**config.mk**
```make
export PLATFORM = sky130hd
export DESIGN_NAME = fp_multiply_normalize
export DESIGN_NICKNAME = d
export VERILOG_FILES = /design/src/rtl/fp_multiply_normalize_pkg.sv /design/src/rtl/fp_round_nearest_even.sv /design/src/rtl/fp_multiply_normalize.sv
export SDC_FILE = /design/constraint.sdc
export NUM_CORES = 1
export LEC_CHECK = 0
export CORE_ASPECT_RATIO = 0.5
export CORE_MARGIN = 2
export CORE_UTILIZATION = 45
export CTS_CLUSTER_SIZE = 40
export DETAILED_ROUTE_END_ITERATION = 8
export MAX_ROUTING_LAYER = met4
export PLACE_DENSITY_LB_ADDON = 0.3
export SLEW_MARGIN = 20
export SYNTH_ARGS = -nofsm -noshare
export SYNTH_HDL_FRONTEND = slang
export SYNTH_HIERARCHICAL = 1
export SYNTH_SLANG_ARGS = --single-unit
```
**constraint.sdc**
```tcl
create_clock -name clk -period 5.7 [get_ports clk]
set_input_delay 1.14 -clock clk [delete_from_list [all_inputs] [get_ports clk]]
set_output_delay 1.14 -clock clk [all_outputs]
set_load 0.01 [all_outputs]
```
**src/rtl/fp_multiply_normalize_pkg.sv**
```systemverilog
// Shared single-precision constants and packed types used by the FP datapath blocks.
package fp_multiply_normalize_pkg;

   localparam int FLOAT32_EXP_BIAS  = 127;
   localparam int FLOAT32_EXP_MAX   = 255;
   localparam int FLOAT32_SIG_WIDTH = 23;

   typedef struct packed {
      logic                         sign;
      logic [7:0]                   exponent;
      logic [FLOAT32_SIG_WIDTH-1:0] significand;
   } float32_t;

   typedef struct packed {
      float32_t value;
      logic     overflow;
      logic     underflow;
      logic     inexact;
   } fp_pack_t;

endpackage

```
**src/rtl/fp_round_nearest_even.sv**
```systemverilog
// Round-to-nearest-even on a truncated significand; carry flags a wrap past the top bit.
module fp_round_nearest_even
   import fp_multiply_normalize_pkg::*;
#(
   parameter int WIDTH = FLOAT32_SIG_WIDTH
) (
   input  logic [WIDTH-1:0] mant,
   input  logic             guard,
   input  logic             sticky,
   output logic [WIDTH-1:0] mant_rounded,
   output logic             carry
);

   logic round_up;

   assign round_up = guard & (sticky | mant[0]);
   assign {carry, mant_rounded} = {1'b0, mant} + {{WIDTH{1'b0}}, round_up};

endmodule

```
**src/rtl/fp_multiply_normalize.sv**
```systemverilog
// Normalizes a 48-bit significand product, rounds to nearest-even and packs a float32
// result, with overflow/underflow saturation. Two register stages.
module fp_multiply_normalize
   import fp_multiply_normalize_pkg::*;
#(
   parameter int TAG_WIDTH = 6
) (
   input  logic                 clk,
   input  logic                 reset,
   input  logic                 flush,
   input  logic                 mul_valid,
   input  logic [47:0]          mul_product,
   input  logic signed [9:0]    mul_exponent,
   input  logic                 mul_sign,
   input  logic                 mul_special,
   input  logic [31:0]          mul_special_value,
   input  logic [TAG_WIDTH-1:0] mul_tag,
   output logic                 result_valid,
   output logic [31:0]          result,
   output logic [TAG_WIDTH-1:0] result_tag,
   output logic                 result_overflow,
   output logic                 result_underflow,
   output logic                 result_inexact
);

   function automatic fp_pack_t pack_result(input logic               sign,
                                            input logic signed [10:0] exp,
                                            input logic [22:0]        mant,
                                            input logic               inexact);
      fp_pack_t r;
      r = '0;
      if (exp >= $signed(11'(FLOAT32_EXP_MAX))) begin
         r.value    = {sign, 8'hFF, 23'h0};
         r.overflow = 1'b1;
      end else if (exp <= 11'sd0) begin
         r.value     = {sign, 31'h0};
         r.underflow = 1'b1;
      end else begin
         r.value   = {sign, exp[7:0], mant};
         r.inexact = inexact;
      end
      return r;
   endfunction

   logic                 vld_p1;
   logic [22:0]          mant_p1;
   logic                 guard_p1;
   logic                 sticky_p1;
   logic signed [10:0]   exp_p1;
   logic                 sign_p1;
   logic                 special_p1;
   logic [31:0]          special_value_p1;
   logic [TAG_WIDTH-1:0] tag_p1;

   logic                 norm_hi;
   logic signed [10:0]   exp_in;

   assign norm_hi = mul_product[47];
   assign exp_in  = {mul_exponent[9], mul_exponent};

   // Stage 1: normalize product so the implicit one sits just above mant
   always_ff @(posedge clk or posedge reset) begin
      if (reset) begin
         vld_p1           <= 1'b0;
         mant_p1          <= '0;
         guard_p1         <= 1'b0;
         sticky_p1        <= 1'b0;
         exp_p1           <= '0;
         sign_p1          <= 1'b0;
         special_p1       <= 1'b0;
         special_value_p1 <= '0;
         tag_p1           <= '0;
      end else begin
         vld_p1 <= mul_valid & ~flush;
         if (mul_valid) begin
            if (norm_hi) begin
               mant_p1   <= mul_product[46:24];
               guard_p1  <= mul_product[23];
               sticky_p1 <= |mul_product[22:0];
               exp_p1    <= exp_in + 11'sd1;
            end else begin
               mant_p1   <= mul_product[45:23];
               guard_p1  <= mul_product[22];
               sticky_p1 <= |mul_product[21:0];
               exp_p1    <= exp_in;
            end
            sign_p1          <= mul_sign;
            special_p1       <= mul_special;
            special_value_p1 <= mul_special_value;
            tag_p1           <= mul_tag;
         end
      end
   end

   logic [22:0]        mant_rnd;
   logic               carry;
   logic signed [10:0] exp_fin;
   fp_pack_t           packed_p1;

   fp_round_nearest_even #(.WIDTH(FLOAT32_SIG_WIDTH)) u_round (
      .mant         (mant_p1),
      .guard        (guard_p1),
      .sticky       (sticky_p1),
      .mant_rounded (mant_rnd),
      .carry        (carry)
   );

   // A rounding carry leaves mant_rnd at zero, which is the correct 1.0 fraction
   assign exp_fin   = exp_p1 + $signed({10'b0, carry});
   assign packed_p1 = pack_result(sign_p1, exp_fin, mant_rnd, guard_p1 | sticky_p1);

   // Stage 2: round, saturate and pack
   always_ff @(posedge clk or posedge reset) begin
      if (reset) begin
         result_valid     <= 1'b0;
         result           <= '0;
         result_tag       <= '0;
         result_overflow  <= 1'b0;
         result_underflow <= 1'b0;
         result_inexact   <= 1'b0;
      end else begin
         result_valid <= vld_p1 & ~flush;
         if (vld_p1) begin
            result_tag <= tag_p1;
            if (special_p1) begin
               result           <= special_value_p1;
               result_overflow  <= 1'b0;
               result_underflow <= 1'b0;
               result_inexact   <= 1'b0;
            end else begin
               result           <= packed_p1.value;
               result_overflow  <= packed_p1.overflow;
               result_underflow <= packed_p1.underflow;
               result_inexact   <= packed_p1.inexact;
            end
         end
      end
   end

endmodule
```
# Yosys cells after proc, flatten, opt, wreduce, memory -nomap -nowiden
# Cells that the tools add are included.
[totals]
regBits = 119
out_inout_bits = 42
elab_cells = 42
[classes]
addsub = 3
magnitude_cmp = 2
n_mux = 14
bitwise = 6
n_reduce_logical = 2
[op_table]
columns = ["operator", "n"]
rows = [
  ["31-bit two-way mux", 2],
  ["32-bit two-way mux", 1],
  ["23-bit by 1-bit adder with 24-bit output", 1],
  ["23-bit two-way mux", 1],
  ["23-bit OR reduction", 1],
  ["22-bit OR reduction", 1],
  ["10-bit by 2-bit adder with 11-bit output (second input constant)", 1],
  ["11-bit by 2-bit adder with 11-bit output", 1],
  ["11-bit by 9-bit greater-or-equal comparator with 1-bit output (second input constant)", 1],
  ["11-bit by 1-bit <= comparator with 1-bit output (second input constant)", 1],
  ["11-bit two-way mux", 1],
  ["1-bit two-way mux", 8],
  ["1-bit bitwise AND", 3],
  ["2-bit two-way mux", 1],
  ["1-bit OR", 2],
  ["1-bit inverter", 1],
]

# Logic depth before layout (Yosys ltp)
# Gate-level depths: netlist of run 1.
[logic_depth]
ltp_word = 8
ltp_mapped = 17
ltp_nobuf = 13

# Cells and area by module
# The synthesis of run 1 kept the hierarchy.
[modules_own_cells]
columns = ["mod", "instances", "cells_per_inst", "area_each_um2", "seq_area_each_um2"]
rows = [
  ["fp_multiply_normalize", 1, 510, 5650.4, 2977.9],
  ["fp_round_nearest_even", 1, 71, 496.7, 0.0],
]

# Worst setup path after synthesis of run 1
# OpenSTA, ideal clock, no wires.
[synth_timing]
path_type = "register to register"
start = "reg mant_p1[0]"
end = "reg result[0]"
setup_ps = 92
arrival_time_ps = 3329
required_ps = 5608
setup_slack_ps = 2280
stages_incl_launch_ff = 17
n_path_buf = 3
synth_period_minus_slack_ps = 3420
path_cell_list = "dfrtp_1 > o21a_1 > ha_1 > nand3_1 > or2_0 > buf_2 > nor4_1 > and2_1 > ha_1 > ha_1 > a32oi_1 > o311ai_2 > a311oi_1 > or3_1 > buf_6 > buf_6 > o31ai_2"
[synth_between]
elab_chain_len = 8
[synth_lines]
columns = ["item", "line_no", "rtl"]
rows = [
  ["start, declared", "fp_multiply_normalize.sv:46", "logic [22:0] mant_p1;"],
  ["start signal, assigned", "fp_multiply_normalize.sv:77", "mant_p1 <= mul_product[46:24];"],
  ["start signal, assigned", "fp_multiply_normalize.sv:82", "mant_p1 <= mul_product[45:23];"],
  ["1-bit OR", "fp_round_nearest_even.sv:16", "assign round_up = guard & (sticky | mant[0]);"],
  ["1-bit bitwise AND", "fp_round_nearest_even.sv:16", ""],
  ["23-bit by 1-bit adder with 24-bit output *", "fp_round_nearest_even.sv:17", "assign {carry, mant_rounded} = {1'b0, mant} + {{WIDTH{1'b0}}, round_up};"],
  ["net carry", "fp_multiply_normalize.sv:96", "logic carry;"],
  ["11-bit by 2-bit adder with 11-bit output *", "fp_multiply_normalize.sv:109", "assign exp_fin = exp_p1 + $signed({10'b0, carry});"],
  ["11-bit by 1-bit <= comparator with 1-bit output", "fp_multiply_normalize.sv:35", "end else if (exp <= 11'sd0) begin"],
  ["31-bit two-way mux", "fp_multiply_normalize.sv:35", ""],
  ["31-bit two-way mux *", "fp_multiply_normalize.sv:32", "if (exp >= $signed(11'(FLOAT32_EXP_MAX))) begin"],
  ["32-bit two-way mux *", "fp_multiply_normalize.sv:125", "if (special_p1) begin"],
  ["end signal, assigned", "fp_multiply_normalize.sv:126", "result <= special_value_p1;"],
  ["end signal, assigned", "fp_multiply_normalize.sv:131", "result <= packed_p1.value;"],
  ["end, declared", "fp_multiply_normalize.sv:19", "output logic [31:0] result,"],
]
# The timed path passes the listed nets; every way through them passes the cells marked *.
# A chain may end at the register's enable or synchronous reset.

# Worst setup path after layout of run 1
[layout_timing]
start = "reg sticky_p1"
end = "reg result_inexact"
[layout_between]
elab_chain_len = 8
[layout_lines]
columns = ["item", "line_no", "rtl"]
rows = [
  ["start, declared", "fp_multiply_normalize.sv:48", "logic sticky_p1;"],
  ["start signal, assigned", "fp_multiply_normalize.sv:79", "sticky_p1 <= |mul_product[22:0];"],
  ["start signal, assigned", "fp_multiply_normalize.sv:84", "sticky_p1 <= |mul_product[21:0];"],
  ["1-bit OR *", "fp_round_nearest_even.sv:16", ""],
  ["1-bit bitwise AND *", "fp_round_nearest_even.sv:16", ""],
  ["23-bit by 1-bit adder with 24-bit output *", "fp_round_nearest_even.sv:17", ""],
  ["net carry", "fp_multiply_normalize.sv:96", ""],
  ["11-bit by 2-bit adder with 11-bit output *", "fp_multiply_normalize.sv:109", ""],
  ["11-bit by 1-bit <= comparator with 1-bit output", "fp_multiply_normalize.sv:35", ""],
  ["1-bit two-way mux", "fp_multiply_normalize.sv:35", ""],
  ["2-bit two-way mux *", "fp_multiply_normalize.sv:32", ""],
  ["1-bit two-way mux *", "fp_multiply_normalize.sv:125", ""],
  ["end signal, assigned", "fp_multiply_normalize.sv:134", "result_inexact <= packed_p1.inexact;"],
  ["end, declared", "fp_multiply_normalize.sv:23", "output logic result_inexact"],
]
# Marks and branches as above.

==> results of run 1 <==
==> layout by cell type (no fill, tap or decap), types with 3 or more instances in the layout <==
cell type,netlist,layout
xor2_1,23,23
ha_1,6,6
a21oi_1,69,69
buf_4,3,5
nor2_1,50,50
o31ai_2,19,19
clkdlybuf4s50_1,0,141
dfrtp_1,119,119
mux2_2,46,46
nor3_2,4,4
bufinv_16,0,4
nand3_1,15,15
o31ai_1,4,4
clkbuf_8,0,3
and4_1,3,3
mux2i_1,26,26
nor3_1,7,7
nand4_1,12,12
and3_1,28,28
clkinv_2,0,4
o22ai_1,7,7
xnor2_1,14,14
and2_1,3,3
nor4_1,5,5
clkbuf_16,0,17
inv_1,30,29
nand2_1,22,22
==> power by group through the flow <==
stage | Combinational (mW) | Sequential [mW] | Clock (mW)
6_report | 0.498 | 1.05 | 1.13
5_1_grt | 0.544 | 1.06 | 1.19
4_1_cts | 0.504 | 1.05 | 1.14
3_5_place_dp | 0.501 | 1.06 | 0
3_3_place_gp | 0.493 | 1.06 | 0
2_1_floorplan | 0.258 | 1.05 | 0
==> worst max path at each step <==
stage | start | end
floorplan | reset | exp_p1[0]$_DFFE_PP0P_
global route | sticky_p1$_DFFE_PP0P_ | result_inexact$_DFFE_PP0P_
finish | sticky_p1$_DFFE_PP0P_ | result_inexact$_DFFE_PP0P_
global placement | mant_p1[0]$_DFFE_PP0P_ | result_inexact$_DFFE_PP0P_
detailed placement | mant_p1[0]$_DFFE_PP0P_ | result_inexact$_DFFE_PP0P_
CTS | sticky_p1$_DFFE_PP0P_ | result_inexact$_DFFE_PP0P_
==> routing by layer <==
metal	track usage (%)	part of all wire [%]	vias up	routed length [µm]
met2	34.2	47	99	6720
met1	27.2	48	2284	6830
met3	3.74	3.6	13	509
met5	-	0	-	0
met4	7.23	1.0	0	143
li1	-	-	2320	-
==> stage by stage <==
stage | instance area [µm²] | worst slack (ns) | hold WS (ns) | std cells
6_report | 8260 | 1.48 | 0.497 | 897
5_1_grt | 8260 | 1.17 | 0.513 | 897
4_1_cts | 8260 | 1.50 | 0.496 | 897
3_5_place_dp | 7630 | 1.50 | 0.484 | 866
3_3_place_gp | 7630 | 1.61 | 0.484 | 866
2_1_floorplan | 6150 | 1.40 | 0.471 | 581
==> cell families (layout without fill, tap and decap cells) <==
logic type / Yosys count / in the layout / share of synthesized area [%]
mux: 72 / 72 / 12.7
fa+ha+maj: 6 / 6 / 1.22
buf+inv: 69 / 209 / 5.09
simple gates: 161 / 161 / 13.8
flops: 119 / 119 / 48.4
xor+xnor: 38 / 38 / 5.54
compound gates: 116 / 116 / 13.3
==> registers in the layout (all words and copies together), names as in the netlist, 6 cells and up <==
name and cells:
exp_p1 11, tag_p1 6, result_tag 6, mant_p1 23
special_value_p1 32, result 32
==> area by class of cell <==
| cell class | instances | area [µm²] | share of cell area (%) |
|---|---|---|---|
| Clock buffer | 22 | 474 | 5.74 |
| Clock inverter | 9 | 148 | 1.79 |
| Inverter | 31 | 119 | 1.44 |
| Multi-Input combinational cell | 393 | 2860 | 34.7 |
| Sequential cell | 119 | 2980 | 36.1 |
| Tap cell | 176 | 220 | 2.67 |
| Timing Repair Buffer | 147 | 1450 | 17.6 |
==> worst max-delay path: stages, from the launching register on <==
cell and delay (ns):
dfrtp_1 0.38, o21a_1 0.17, ha_1 0.15, nand3_1 0.15
or2_0 0.47, nor4_1 0.30, and2_1 0.21, ha_1 0.25
ha_1 0.31, and4_1 0.35, a22oi_1 0.13, a2bb2oi_1 0.19
o21ai_4 0.81, o32ai_1 0.18
==> impl_metrics.py, run 1 <==
metrics = {
    "final_layout": {
        "synthToLayoutAreaGrowth_pct": 34.3,
        "drive_gt1_share_pct": 15.4,
        "post-route-util_pct": 61.4,
        "diodes": 0,
        "nets": 817,
        "fillerInstances": 1115,
    },
    "pwr": {
        "power.net_switching_mw": 0.676,
        "pwr_density_cell_mw_per_mm2": 323,
        "p_clk_share_pct": 42.2,
        "fin_total_pwr_mw": 2.67,
        "peakVddDrop_v": 0.000224,
        "internal_power_mw": 1.99,
        "switching_share_pct": 25.3,
        "pwr-share-comb_pct": 18.6,
        "seqPwrFrac_pct": 39.2,
        "p_leak_nw": 3.52,
    },
    "hold_path": {
        "hp-start": "result[20]$_DFFE_PP0P_",
        "hold_class": "reg2reg",
        "hold_path_end": "result[20]$_DFFE_PP0P_",
        "holdPathStages": 2,
    },
    "synth": {
        "synth.yosys.seq_area_share_pct": 48.4,
        "yosys-top-cells-area": "dfrtp_1 (48%), mux2_2 (8.4%), a21oi_1 (5.6%)",
        "synth_top_cell_by_area": "dfrtp_1",
        "yosysMostFrequentCell": "dfrtp_1",
        "synth_fp_nets": 689,
        "synth_edf_count": 0,
        "ys_warn_count": 6,
        "ys_ff_latch": 119,
        "synth_top_area_share_pct": 48.4,
        "synthCells": 581,
        "ys_top_cells_by_count": "dfrtp_1 (119), a21oi_1 (69), nor2_1 (50), mux2_2 (46), inv_1 (30)",
        "async_flop_share_pct": 100,
        "synth_cell_types": 54,
        "synth_area_mm2": 0.00615,
        "postSynthAreaPerCell_um2": 10.6,
        "synth_flop_cell": "dfrtp_1",
    },
    "setup_path": {
        "crit_arrival_ns": 4.47,
        "reg2reg_slack_ns": 1.48,
        "reg2reg_to": "result_inexact$_DFFE_PP0P_",
        "crit_type": "reg2reg",
        "r2r_start": "sticky_p1$_DFFE_PP0P_",
        "critPathLaunchType": "flip-flop",
        "r2r_cells": 13,
        "required_ns": 5.95,
        "worst_setup_path_end_kind": "flip-flop",
        "path_max_fanout": 25,
    },
    "detailed_routing": {
        "ant_nets": 0,
        "wirelength_um": 14200,
        "dr.pass1.iters": 4,
        "vias": 4716,
        "first_iter_violations": 301,
        "avgRoutedWirePerCell_um": 15.8,
        "viasPerCell": 5.26,
        "drc_errors": 0,
    },
    "clocking": {
        "post-cts-setup-buffers": 0,
        "postCtsHoldBufs": 0,
        "ctsRootBufferMaster": "clkbuf_16",
        "cts_resized": 0,
        "worst_skew_pair.late_latency_ns": 0.41,
        "cts_tree": "yes",
        "cts_buffer_depth": 2,
        "path_clk_slew_ns": 0.05,
        "numCtsBuffers": 17,
        "clock_sinks": 119,
        "h-tree-depth": 4,
    },
    "global_routing": {
        "grt_pass1_vias": 4876,
        "grt_pass1_wl_um": 23800,
        "grt_usage_pct": 21.1,
        "antenna_found_initial": 0,
        "grt_overflow": 0,
        "grt_max_degree": 80,
    },
    "timing": {
        "setup_viol": 0,
        "fin_crit_ns": 4.22,
        "finalHoldViolCount": 0,
        "tightest_slew_ns": 1.02,
        "maxSlewHeadroom_pct": 31.8,
        "clock.fmax_ghz": 0.237,
        "drv_slew": 0,
        "finalSetupTns_ns": 0,
        "finClkSkew_ns": 0.0110,
        "rsz0062_at_grt": "false",
        "fin_crit_sh_pct": 74.1,
    },
    "floorplan": {
        "rows": 30,
        "initial_core_util_pct": 45.7,
        "die_w_um": 169,
        "core_area_mm2": 0.0134,
        "die_h_um": 86.6,
        "io_pins": 144,
        "die_area_mm2": 0.0147,
    },
    "placement": {
        "post-dp-hpwl_um": 9870,
        "port_buffers": 143,
        "gp_congestion": 0.882,
    },
    "run_status": {
        "outcome": "finished, final reports clean",
    },
    "flow_run": {
        "cap_viol_max_count": 0,
    },
}
Note: power is estimated with default switching activity, not from simulation.
==> inputs of run 2 (changes only) <==
clock period = 3.77 ns   (was 5.7 ns; I/O delays follow)
==> impl_metrics.py, run 2 (synthesis results as in run 1) <==
metrics = {
    "run_status": {
        "outcome": "finished, final reports clean",
    },
    "detailed_routing": {
        "wirelength_um": 15000,
        "ant_nets": 0,
        "first_iter_violations": 335,
        "viasPerCell": 5.37,
        "avgRoutedWirePerCell_um": 16.6,
        "drc_errors": 0,
        "dr.pass1.iters": 4,
        "vias": 4855,
    },
    "placement": {
        "gp_congestion": 0.851,
        "post-place-cells": 872,
        "pre_cts_ws_ns": -0.0162,
        "post-dp-hpwl_um": 10200,
        "port_buffers": 143,
    },
    "timing": {
        "finalHoldViolCount": 0,
        "finClkSkew_ns": 0.0100,
        "setup_viol": 0,
        "maxSlewHeadroom_pct": 37.8,
        "fin_crit_ns": 3.54,
        "timing.final.ws_setup_ns": 0.229,
        "drv_slew": 0,
        "clock.fmax_ghz": 0.282,
        "tightest_slew_ns": 0.927,
        "fin_crit_sh_pct": 93.9,
        "rsz0062_at_grt": "false",
    },
    "flow_run": {
        "cap_viol_max_count": 0,
    },
    "setup_path": {
        "required_ns": 4.07,
        "crit_type": "reg2reg",
        "max_stage_delay_ns": 0.41,
        "crit_chain": "o21a_1, ha_1, nand3_1, or2_0, nor4_1, and2_1, ha_4, ha_4, a32oi_1, o311ai_2, a311oi_2, or3_1, buf_6, o32ai_1",
        "reg2reg_to": "result_inexact$_DFFE_PP0P_",
        "r2r_cells": 14,
        "reg2reg_slack_ns": 0.23,
        "critPathLaunchType": "flip-flop",
        "crit_arrival_ns": 3.84,
        "r2r_start": "mant_p1[0]$_DFFE_PP0P_",
        "worst_setup_path_end_kind": "flip-flop",
        "crit_top_cell": "ha_4",
        "cpMaxStageDelayCell": "or3_1",
        "path_max_fanout": 24,
    },
    "hold_path": {
        "holdPathStages": 1,
        "hp-start": "special_value_p1[22]$_DFFE_PP0P_",
        "hold_class": "reg2reg",
        "hold_path_end": "special_value_p1[22]$_DFFE_PP0P_",
    },
    "final_layout": {
        "diodes": 0,
        "nets": 823,
        "fillerInstances": 1123,
        "synthToLayoutAreaGrowth_pct": 36.7,
        "layout_common_cells": "clkdlybuf4s50_1 (141), dfrtp_1 (119), a21oi_1 (69)",
        "drive_gt1_share_pct": 17.4,
        "largest_registers": "result: 32 flops, special_value_p1: 32 flops, mant_p1: 23 flops",
        "post-route-util_pct": 62.5,
        "final_cells": 904,
        "layout_commonest_cell": "clkdlybuf4s50_1",
    },
    "clocking": {
        "cts_tree": "yes",
        "cts_buffer_depth": 2,
        "postCtsHoldBufs": 0,
        "numCtsBuffers": 17,
        "path_clk_slew_ns": 0.06,
        "worst_skew_pair.late_latency_ns": 0.41,
        "clock_sinks": 119,
        "ctsRootBufferMaster": "clkbuf_16",
        "post-cts-setup-buffers": 0,
        "h-tree-depth": 4,
    },
    "pwr": {
        "pwr_density_cell_mw_per_mm2": 490,
        "p_leak_nw": 3.57,
        "peakVddDrop_v": 0.000289,
    },
    "global_routing": {
        "grt_max_degree": 90,
        "grt_pass1_wl_um": 24700,
        "grt_usage_pct": 22.0,
        "grt_overflow": 0,
        "grt_pass1_vias": 5004,
        "antenna_found_initial": 0,
    },
    "floorplan": {
        "die_area_mm2": 0.0147,
        "io_pins": 144,
        "die_h_um": 86.6,
        "initial_core_util_pct": 45.7,
        "rows": 30,
        "core_area_mm2": 0.0134,
        "die_w_um": 169,
    },
}
run 2: cell count changes in the layout (fill, tap and decap cells not counted), moves of 3 or more:
cell / change
buf_4: +3
clkinv_2: -3
clkinv_4: +3
inv_6: +3
o31ai_1: -3
o31ai_2: +3
run 2: critical path: cells and delay by family (launching register included):
| kind | cells | cell delay (ns) |
|---|---|---|
| AND/OR/NAND/NOR | 5 | 1.30 |
| buffers and inverters | 1 | 0.21 |
| adder cells (fa/ha/maj) | 3 | 0.51 |
| AO/OA/AOI/OAI | 5 | 1.03 |
| flip-flops | 1 | 0.40 |
run 2: per-stage QoR:
| step | TNS [ns] | power (mW) | instance area, µm² | hold WS, ns |
|---|---|---|---|---|
| finish | 0 | 4.12 | 8400 | 0.496 |
| floorplan | 0 | 1.98 | 6150 | 0.471 |
| detailed placement | -0.0175 | 2.37 | 7710 | 0.488 |
| global placement | 0 | 2.35 | 7710 | 0.481 |
| CTS | 0 | 4.13 | 8360 | 0.502 |
| global route | 0 | 4.29 | 8400 | 0.509 |
run 2: per-layer routing:
layer	GRT usage, %	part of all wire, %
met5	-	0
met2	35.7	47
met4	6.60	1.3
met1	28.1	46
met3	4.75	5.5
run 2: how the worst max path moves through the flow:
stage,start,endpoint,slack (ns),cells after the start
2_1_floorplan,mant_p1[0]$_DFFE_PP0P_,result[0]$_DFFE_PP0P_,0.35,16
3_3_place_gp,mant_p1[0]$_DFFE_PP0P_,result_inexact$_DFFE_PP0P_,0.13,14
3_5_place_dp,mant_p1[0]$_DFFE_PP0P_,result_inexact$_DFFE_PP0P_,-0.02,14
4_1_cts,mant_p1[0]$_DFFE_PP0P_,result[21]$_DFFE_PP0P_,0.02,14
5_1_grt,mant_p1[0]$_DFFE_PP0P_,result[24]$_DFFE_PP0P_,0.02,13
6_report,mant_p1[0]$_DFFE_PP0P_,result_inexact$_DFFE_PP0P_,0.23,14
run 2: layout make-up:
| cell class | count | area, µm² | area share (%) |
|---|---|---|---|
| multi-input combinational | 393 | 2910 | 34.6 |
| inverter | 31 | 120 | 1.43 |
| clock inverter | 13 | 193 | 2.29 |
| clock buffer | 19 | 453 | 5.39 |
| timing repair buffer | 153 | 1530 | 18.2 |
| sequential | 119 | 2980 | 35.4 |
| tap | 176 | 220 | 2.62 |
run 2: repair_timing:
action / CTS / global route
setup endpoints to repair: 24 / 30
gates resized for setup: 2 / 8
pin swaps: 0 / 1
run 2: power breakdown:
group | total (mW) | switching [mW] | internal (mW)
Combinational | 0.777 | 0.342 | 0.435
Sequential | 1.58 | 0.137 | 1.44
Clock | 1.76 | 0.610 | 1.15
Total | 4.12 | 1.09 | 3.03
